[config.mk]
export PLATFORM = sky130hd
export DESIGN_NAME = prog_loader
export DESIGN_NICKNAME = d
export VERILOG_FILES = /design/src/rtl/kgp_boot_pkg.sv /design/src/rtl/prog_loader_byte_to_word.sv /design/src/rtl/prog_loader.sv
export SDC_FILE = /design/constraint.sdc
export NUM_CORES = 1
export LEC_CHECK = 0
export BUFFER_PORTS_ARGS = -buffer_cell sky130_fd_sc_hd__buf_2
export CORE_ASPECT_RATIO = 0.9
export CORE_MARGIN = 5
export CORE_UTILIZATION = 55
export CTS_BUF_LIST = sky130_fd_sc_hd__clkbuf_4
export DETAILED_ROUTE_END_ITERATION = 8
export PLACE_DENSITY = 0.8
export SLEW_MARGIN = 0
export SYNTH_ARGS = -nofsm -noshare
export SYNTH_HDL_FRONTEND = slang
export SYNTH_HIERARCHICAL = 1
export SYNTH_SLANG_ARGS = --single-unit
[constraint.sdc]
create_clock -name clk -period 6.57 [get_ports clk]
set_input_delay 1.314 -clock clk [delete_from_list [all_inputs] [get_ports clk]]
set_output_delay 1.314 -clock clk [all_outputs]
set_load 0.02 [all_outputs]
[src/rtl/kgp_boot_pkg.sv]
// kgp_boot_pkg: loader state encoding and header/word byte counts shared by boot-stage blocks (CKSUM state exists only with PROG_LOADER_CKSUM_EN)
package kgp_boot_pkg;
  localparam int HDR_BYTES = 2;
  localparam int BYTES_PER_WORD = 4;
  typedef enum logic [2:0] {
    IDLE,
    HDR_HI,
    HDR_LO,
    DATA,
    WRITE,
    DONE,
    ERR
`ifdef PROG_LOADER_CKSUM_EN
    , CKSUM
`endif
  } state_t;
endpackage

[src/rtl/prog_loader_byte_to_word.sv]
// byte_to_word: MSB-first 8-to-32 assembler; clk/rst, clr restarts a word, en shifts din in, word is the assembly, word_ready flags the 4th byte of a word
module byte_to_word
  import kgp_boot_pkg::*;
(
  input  logic        clk,
  input  logic        rst,
  input  logic        clr,
  input  logic        en,
  input  logic [7:0]  din,
  output logic [31:0] word,
  output logic        word_ready
);
  logic [1:0] cnt;
  assign word_ready = en && cnt == 2'(BYTES_PER_WORD - 1);
  always_ff @(posedge clk) begin
    if (rst || clr) begin
      cnt  <= '0;
      word <= '0;
    end else if (en) begin
      cnt  <= cnt + 2'd1;
      word <= {word[23:0], din};
    end
  end
endmodule

[src/rtl/prog_loader.sv]
// prog_loader: byte-stream boot loader (16-bit word count + big-endian words) writing instruction memory and holding the core in reset; ports clk/rst, start, rx_valid/rx_data/rx_ready, im_we/im_addr/im_wdata, cpu_rst/done/err; PROG_LOADER_CKSUM_EN adds a trailing XOR checksum byte
module prog_loader
  import kgp_boot_pkg::*;
#(
  parameter int ADDR_W    = 10,
  parameter int MAX_WORDS = 1024
) (
  input  logic              clk,
  input  logic              rst,
  input  logic              start,
  input  logic              rx_valid,
  input  logic [7:0]        rx_data,
  output logic              rx_ready,
  output logic              im_we,
  output logic [ADDR_W-1:0] im_addr,
  output logic [31:0]       im_wdata,
  output logic              cpu_rst,
  output logic              done,
  output logic              err
);
  state_t state, nxt;
  logic [15:0] n;
  logic [15:0] hdr;
  logic [ADDR_W:0] idx;
  logic [ADDR_W:0] idx_nxt;
  logic acc, restart, word_ready;
`ifdef PROG_LOADER_CKSUM_EN
  localparam state_t LAST = CKSUM;
  logic [7:0] cks;
  assign rx_ready = state inside {HDR_HI, HDR_LO, DATA, CKSUM};
  always_ff @(posedge clk) begin
    if (rst || restart) cks <= '0;
    else if (acc && state == DATA) cks <= cks ^ rx_data;
  end
`else
  localparam state_t LAST = DONE;
  assign rx_ready = state inside {HDR_HI, HDR_LO, DATA};
`endif
  assign acc      = rx_valid && rx_ready;
  assign restart  = start && state inside {IDLE, DONE, ERR};
  assign hdr      = {n[15:8], rx_data};
  assign idx_nxt  = idx + 1'b1;
  assign im_we    = state == WRITE;
  assign im_addr  = idx[ADDR_W-1:0];
  assign cpu_rst  = state != DONE;
  assign done     = state == DONE;
  assign err      = state == ERR;
  byte_to_word u_b2w (
    .clk        (clk),
    .rst        (rst),
    .clr        (restart),
    .en         (acc && state == DATA),
    .din        (rx_data),
    .word       (im_wdata),
    .word_ready (word_ready)
  );
  always_ff @(posedge clk) begin
    if (rst) state <= IDLE;
    else state <= nxt;
  end
  always_comb begin
    nxt = state;
    case (state)
      IDLE, DONE, ERR: nxt = start ? HDR_HI : state;
      HDR_HI: nxt = acc ? HDR_LO : state;
      HDR_LO: nxt = !acc ? state : (hdr == '0 || 32'(hdr) > MAX_WORDS) ? ERR : DATA;
      DATA: nxt = word_ready ? WRITE : state;
      WRITE: nxt = 32'(idx_nxt) == 32'(n) ? LAST : DATA;
`ifdef PROG_LOADER_CKSUM_EN
      CKSUM: nxt = !acc ? state : rx_data == cks ? DONE : ERR;
`endif
      default: nxt = IDLE;
    endcase
  end
  always_ff @(posedge clk) begin
    if (rst) begin
      n   <= '0;
      idx <= '0;
    end else begin
      if (restart) idx <= '0;
      else if (state == WRITE) idx <= idx_nxt;
      if (acc && state == HDR_HI) n[15:8] <= rx_data;
      if (acc && state == HDR_LO) n[7:0] <= rx_data;
    end
  end
endmodule

-- Word-level counts from Yosys, hierarchy flattened
Cells that the tools add are included.
Widths: inputs -> output; s select.
- bits in registers: 64
- bits of input ports: 12
- output and inout port bits: 47
- word-level logic and storage cells: 44
- add/sub/neg operators: 2
- magnitude comparators: 1
- equal/unequal tests: 13
- muxes and demuxes: 7
- reductions and logical operators: 15
- operator list (cell ; number):
    $mux 3 ; 6
    $eq 11x16->1 ; 1
    $gt 16x11->1 const B ; 1
    $logic_not 16->1 ; 1
    $pmux 3 s5 ; 1
    $add 11x1->11 const B ; 1
    $eq 3x3->1 const B ; 3
    $ne 2x2->1 const B ; 4
    $eq 3x2->1 const B ; 2
    $logic_and 1x1->1 ; 6
    $reduce_bool 3->1 ; 2
    $reduce_and 4->1 ; 1
    $eq 3x1->1 const B ; 1
    $logic_not 3->1 ; 1
    $ne 3x3->1 const B ; 1
    $reduce_or 3->1 ; 1
    $add 2x1->2 const B ; 1
    $eq 2x2->1 const B ; 1
    $logic_or 1x1->1 ; 2
    $reduce_or 2->1 ; 1

-- Longest topological paths before layout
- depth after elaboration: 7
- mapped depth: 11
- mapped depth without buffers: 8

-- By module
Netlist, hierarchy kept.
- modules (own cells, without submodules) (module ; times used ; cells an instance ; area an instance (µm²) ; seq. area each (µm²)):
    prog_loader ; 1 ; 218 ; 1786.7 ; 600.6
    byte_to_word ; 1 ; 113 ; 1276.2 ; 680.7

-- Least setup slack after synthesis
Ideal clock, no wire load.
- path type: input -> register
- from: in rx_valid
- to: reg state[1]
- setup time: 0.122 ns
- arrival: 2.879 ns
- data required time: 6.448 ns
- setup slack: 3.570 ns
- stages: 10
- path buffers: 2
- path through: nand2b_1 -> nor2_1 -> buf_6 -> buf_6 -> and2_1 -> nand3b_1 -> a21boi_0 -> o21ai_0 -> a21o_1 -> o311a_1
- cells in the longest elaborated chain, start to end: 5
- elaborated cells on any way between the ends: 7
- classes of those cells: eq/ne (3); reduce/logical (4)
- ends and longest elaborated chain (what ; RTL line ; source):
    start: declaration ; prog_loader.sv:11 ; input logic rx_valid,
    $logic_and 1x1->1 ; prog_loader.sv:39 ; assign acc = rx_valid && rx_ready;
    $logic_and 1x1->1 ; prog_loader.sv:52 ; .en (acc && state == DATA),
    $logic_and 1x1->1 ; prog_loader_byte_to_word.sv:14 ; assign word_ready = en && cnt == 2'(BYTES_PER_WORD - 1);
    via word_ready ; prog_loader.sv:26 ; logic acc, restart, word_ready;
    $ne 2x2->1 (no line) ; -- ;
    $reduce_and 4->1 (no line) ; -- ;
    end signal: assignment ; prog_loader.sv:59 ; else state <= nxt;
    end: declaration ; prog_loader.sv:21 ; state_t state, nxt;
The timed path passes the listed nets, and every way through them passes these cells.
A chain may end at the register's enable or synchronous reset.

-- Worst setup path in the final report
- from: reg state[1]
- to: out im_we
- cells in the longest elaborated chain, start to end: 1
- ends and longest elaborated chain (what ; RTL line ; source):
    $eq 3x3->1 ; prog_loader.sv:43 ; assign im_we = state == WRITE;
    end: declaration ; prog_loader.sv:14 ; output logic im_we,
No other way between the ends.

==> metrics.md <==
| Metric | Value |
|---|---|
| Run status | `completed` |
| Fraction of final layout cells sized beyond drive strength 1 | `between 20% and 30%` |
| Synth async-reset ratio | `0%` |
| Post-detailed-route via-to-cell ratio | `5.289` |
| Net count of the finished layout | `385` |
| Detailed-route via count | `2343` |
| Post-synth cell types | `49` |
| Routed WL | `between 6000 and 7000 um` |
| Post-DP HPWL | `4335 um` |
| Switching power | `slightly above 300 uW` |
| Delay of the slowest cell on the worst path | `between 0.5 and 0.6 ns` |
| Pwr Total | `926.2 uW` |
| Pleak | `1.362 nW` |
| Y dimension of the die | `80.80 um` |
| Remaining routing DRC violations | `0` |
| Clock-pin slew of the registers on the worst-case setup and hold paths | `approximately 0.11 ns` |
| Crit path max fanout | `13` |
| Launching element type of the critical path | `flip-flop` |
| Power density over cell area | `275.1 nW/um^2` |
| Count of TritonRoute iterations in the first routing pass | `4` |
| Wire length of the first global-routing pass | `10140 um` |
| Routability-driven placement congestion ratio | `0.8273` |
| TritonCTS buffer count | `9` |
| Clock Root Buffer | `clkbuf_4` |
| Total setup buffers inserted after CTS | `0` |
| Relative contribution of sequential cells to total power | `about 48%` |
| Post-synth design cell area | `3063 sq um` |
| Transition time of the tightest slew-check pin | `~1.1 ns` |
| Iter 0 DRT Violations | `147` |
| Number of diodes added for antenna fixing | `0` |
| YS warnings | `6` |
| Maximum frequency from static timing analysis | `303.9 MHz` |
| Setup TNS | `0 ns` |
| Arrival time reported for the critical path endpoint | `1.98 ns` |
| RSZ-0062 raised after global routing | `no` |
| Buffer levels on the longest clock path | `2` |
| Std cell rows | `25` |
| Category of the most critical setup path | `reg -> out` |
| Post-cts sizing count | `0` |
| Kind of end point of the critical path | `output pin` |
| Hold buffer count at CTS | `0` |
| Internal power of the cells | `between 600 and 700 uW` |
| Number of top-level pins | `59` |
| Time the final worst path needs with I/O delays and setup | `3.290 ns` |
| Total number of clock tree sinks | `64` |
| Fill cell instance count of the final layout | `479` |
| Largest net degree at the start of global routing | `36` |
| Worst hold path type | `reg -> reg` |
| Max-cap violations | `0` |
| Average detailed-routed wire length per instance | `approximately 14 um` |
| Clock network fraction of design power | `29.0%` |
| Total number of H-tree levels | `3` |
| Share of the yosys chip area belonging to registers | `41.83%` |
| Number of buffers inserted by port buffering | `58` |
| Total gr overflow | `0` |
| Initial antenna violation count | `0` |
| Number of flops mapped to enable cells by yosys | `0` |
| Sw Ratio | `33.36%` |
| Mean instance size in the synthesized netlist | `9.254 sq um` |
| Die Wd | `88.66 um` |
| Synthesized netlist cell count | `between 300 and 400` |
| Area of the die | `a little over 7000 sq um` |
| Clock latency of the later-clocked register in the worst-skew pair | `between 0.4 and 0.5 ns` |
| Crit share post-route | `50.08%` |
| Sequential Area | `1281 sq um` |
| Worst IR drop on VDD | `0.1468 mV` |
| Fraction of power consumed by combinational cells | `23.4%` |
| Starting density of the core | `57.60%` |
| Total of endpoints with negative setup slack in the final report | `0` |
| Headroom to the max-slew limit | `24.94%` |
| Hold violation total from the final report | `0` |
| Overall routing resource usage | `between 10% and 20%` |
| Multi-input gate area | `1529 sq um` |
| Clock tree from TritonCTS | `built` |
| Primary flip-flop cell chosen by synthesis mapping | `dfxtp_1` |
| Yosys reg bits | `64` |
| Worst-case clock skew | `0.009414 ns` |
| Vias in the first global route | `2147` |
| Synth Net Count | `345` |
| CORE AREA | `5318 sq um` |
| Worst-path cell chain | `nor2_1 > nand2_1 > clkinv_1 > buf_2` |
| Area overhead of the layout relative to synthesis | `9.926%` |
| Slowest-stage cell, CP | `dfxtp_1` |
| Antenna Nets Post-Route | `0` |
| Required arrival time at the worst endpoint | `5.26 ns` |
| Number of slew-limit violations in the final report | `0` |
worst paths after layout:
check,end,slack [ns],from,cells past startpoint
min,n[15],0.47,n[15],2
min reg2reg,n[15],0.47,n[15],2
max reg2reg,state[1],3.84,state[2],9
max,im_we,3.28,state[1],4
metal layers:
metal / wire length, um / up-vias / GRT usage (%)
met1: 3002 / 1085 / 24.55
li1: - / 1197 / -
met3: 313 / 7 / 4.868
met4: 66 / 0 / 7.251
met5: 0 / - / 0
met2: 2667 / 54 / 26.93
layout by cell type (no fill, tap or decap), types with 2 or more instances in the layout:
cell type and count:
o311a_1 2, xor2_1 8, nand2_1 29, inv_1 7, nand3_2 2, nor3_1 5, nor2b_1 2, nand4_1 6
a31o_2 2, xnor2_1 22, ha_1 2, nor2_1 57, a21oi_1 11, buf_2 58, dfxtp_1 64, clkbuf_4 10
a211o_1 2, clkinvlp_4 3, clkinv_4 2, mux2i_1 42, nand3_1 3, and3_1 2, nor4_1 6, nor3_2 2
or4_4 2
layout make-up:
cell class / instances / area share (%)
Inverter: 8 / 0.8919
Clock inverter: 6 / 2.081
Multi-Input combinational cell: 229 / 45.41
Timing Repair Buffer: 59 / 8.844
Sequential cell: 64 / 38.05
Clock buffer: 10 / 2.230
Tap cell: 67 / 2.490
power groups by stage:
stage	registers, mW	logic [mW]	clock network, mW
finish	0.441	0.217	0.268
global route	0.446	0.243	0.288
CTS	0.441	0.218	0.273
detailed placement	0.449	0.215	0
global placement	0.449	0.211	0
floorplan	0.432	0.205	0
registers in the layout, indices dropped and copies added, names as in the netlist:
name	cells
idx	11
n	16
u_b2w/word	32
state	3
u_b2w/cnt	2
logic make-up after synthesis:
family / share of synthesized area [%]
xor gates and xnor gates: 8.578
muxes: 13.73
adders and majority gates: 0.8169
AOI/OAI and AO/OA: 5.965
DFF: 41.83
buffers and inverters: 8.496
and+or+nand+nor: 20.59
critical path: cells and delay by family (launching register included):
family / cells / cell delay, ns
and+or+nand+nor: 2 / 0.37
DFF: 1 / 0.59
buffers and inverters: 2 / 0.62
synth_stat cells, types with 2 or more instances:
cell      count  area [sq um]
ha_1          2         25.02
o311a_1       2         20.02
nor4_1        6         37.54
mux2i_1      42         420.4
nor2_1       58         217.7
nor3_1        5         25.02
dfxtp_1      64          1281
nand3_1       3         15.01
buf_8         3         45.04
xor2_1        8         70.07
nor2b_1       2         12.51
buf_2         3         15.01
xnor2_1      22         192.7
a21oi_1      11         55.05
or4_4         2         22.52
inv_1         7         26.28
nand3_2       2         20.02
a31o_2        2         17.52
nand2_1      29         108.9
clkbuf_1      7         26.28
and3_1        2         12.51
nor3_2        2         20.02
buf_6         5         56.30
a211o_1       2         17.52
buf_4        11         82.58
nand4_1       6         37.54
per-stage QoR:
stage / instance area (sq um) / setup slack (ns) / cells / hold slack (ns) / util (%)
floorplan: 3063 / 3.570 / 331 / 0.4356 / -
global placement: 3222 / 3.139 / 427 / 0.4433 / 60.59
detailed placement: 3222 / 3.061 / 427 / 0.4585 / 60.59
CTS: 3367 / 3.284 / 443 / 0.4748 / 63.32
global route: 3367 / 3.084 / 443 / 0.4936 / 63.32
finish: 3367 / 3.280 / 443 / 0.4683 / 63.32
Power figures use the tool's default switching activity.
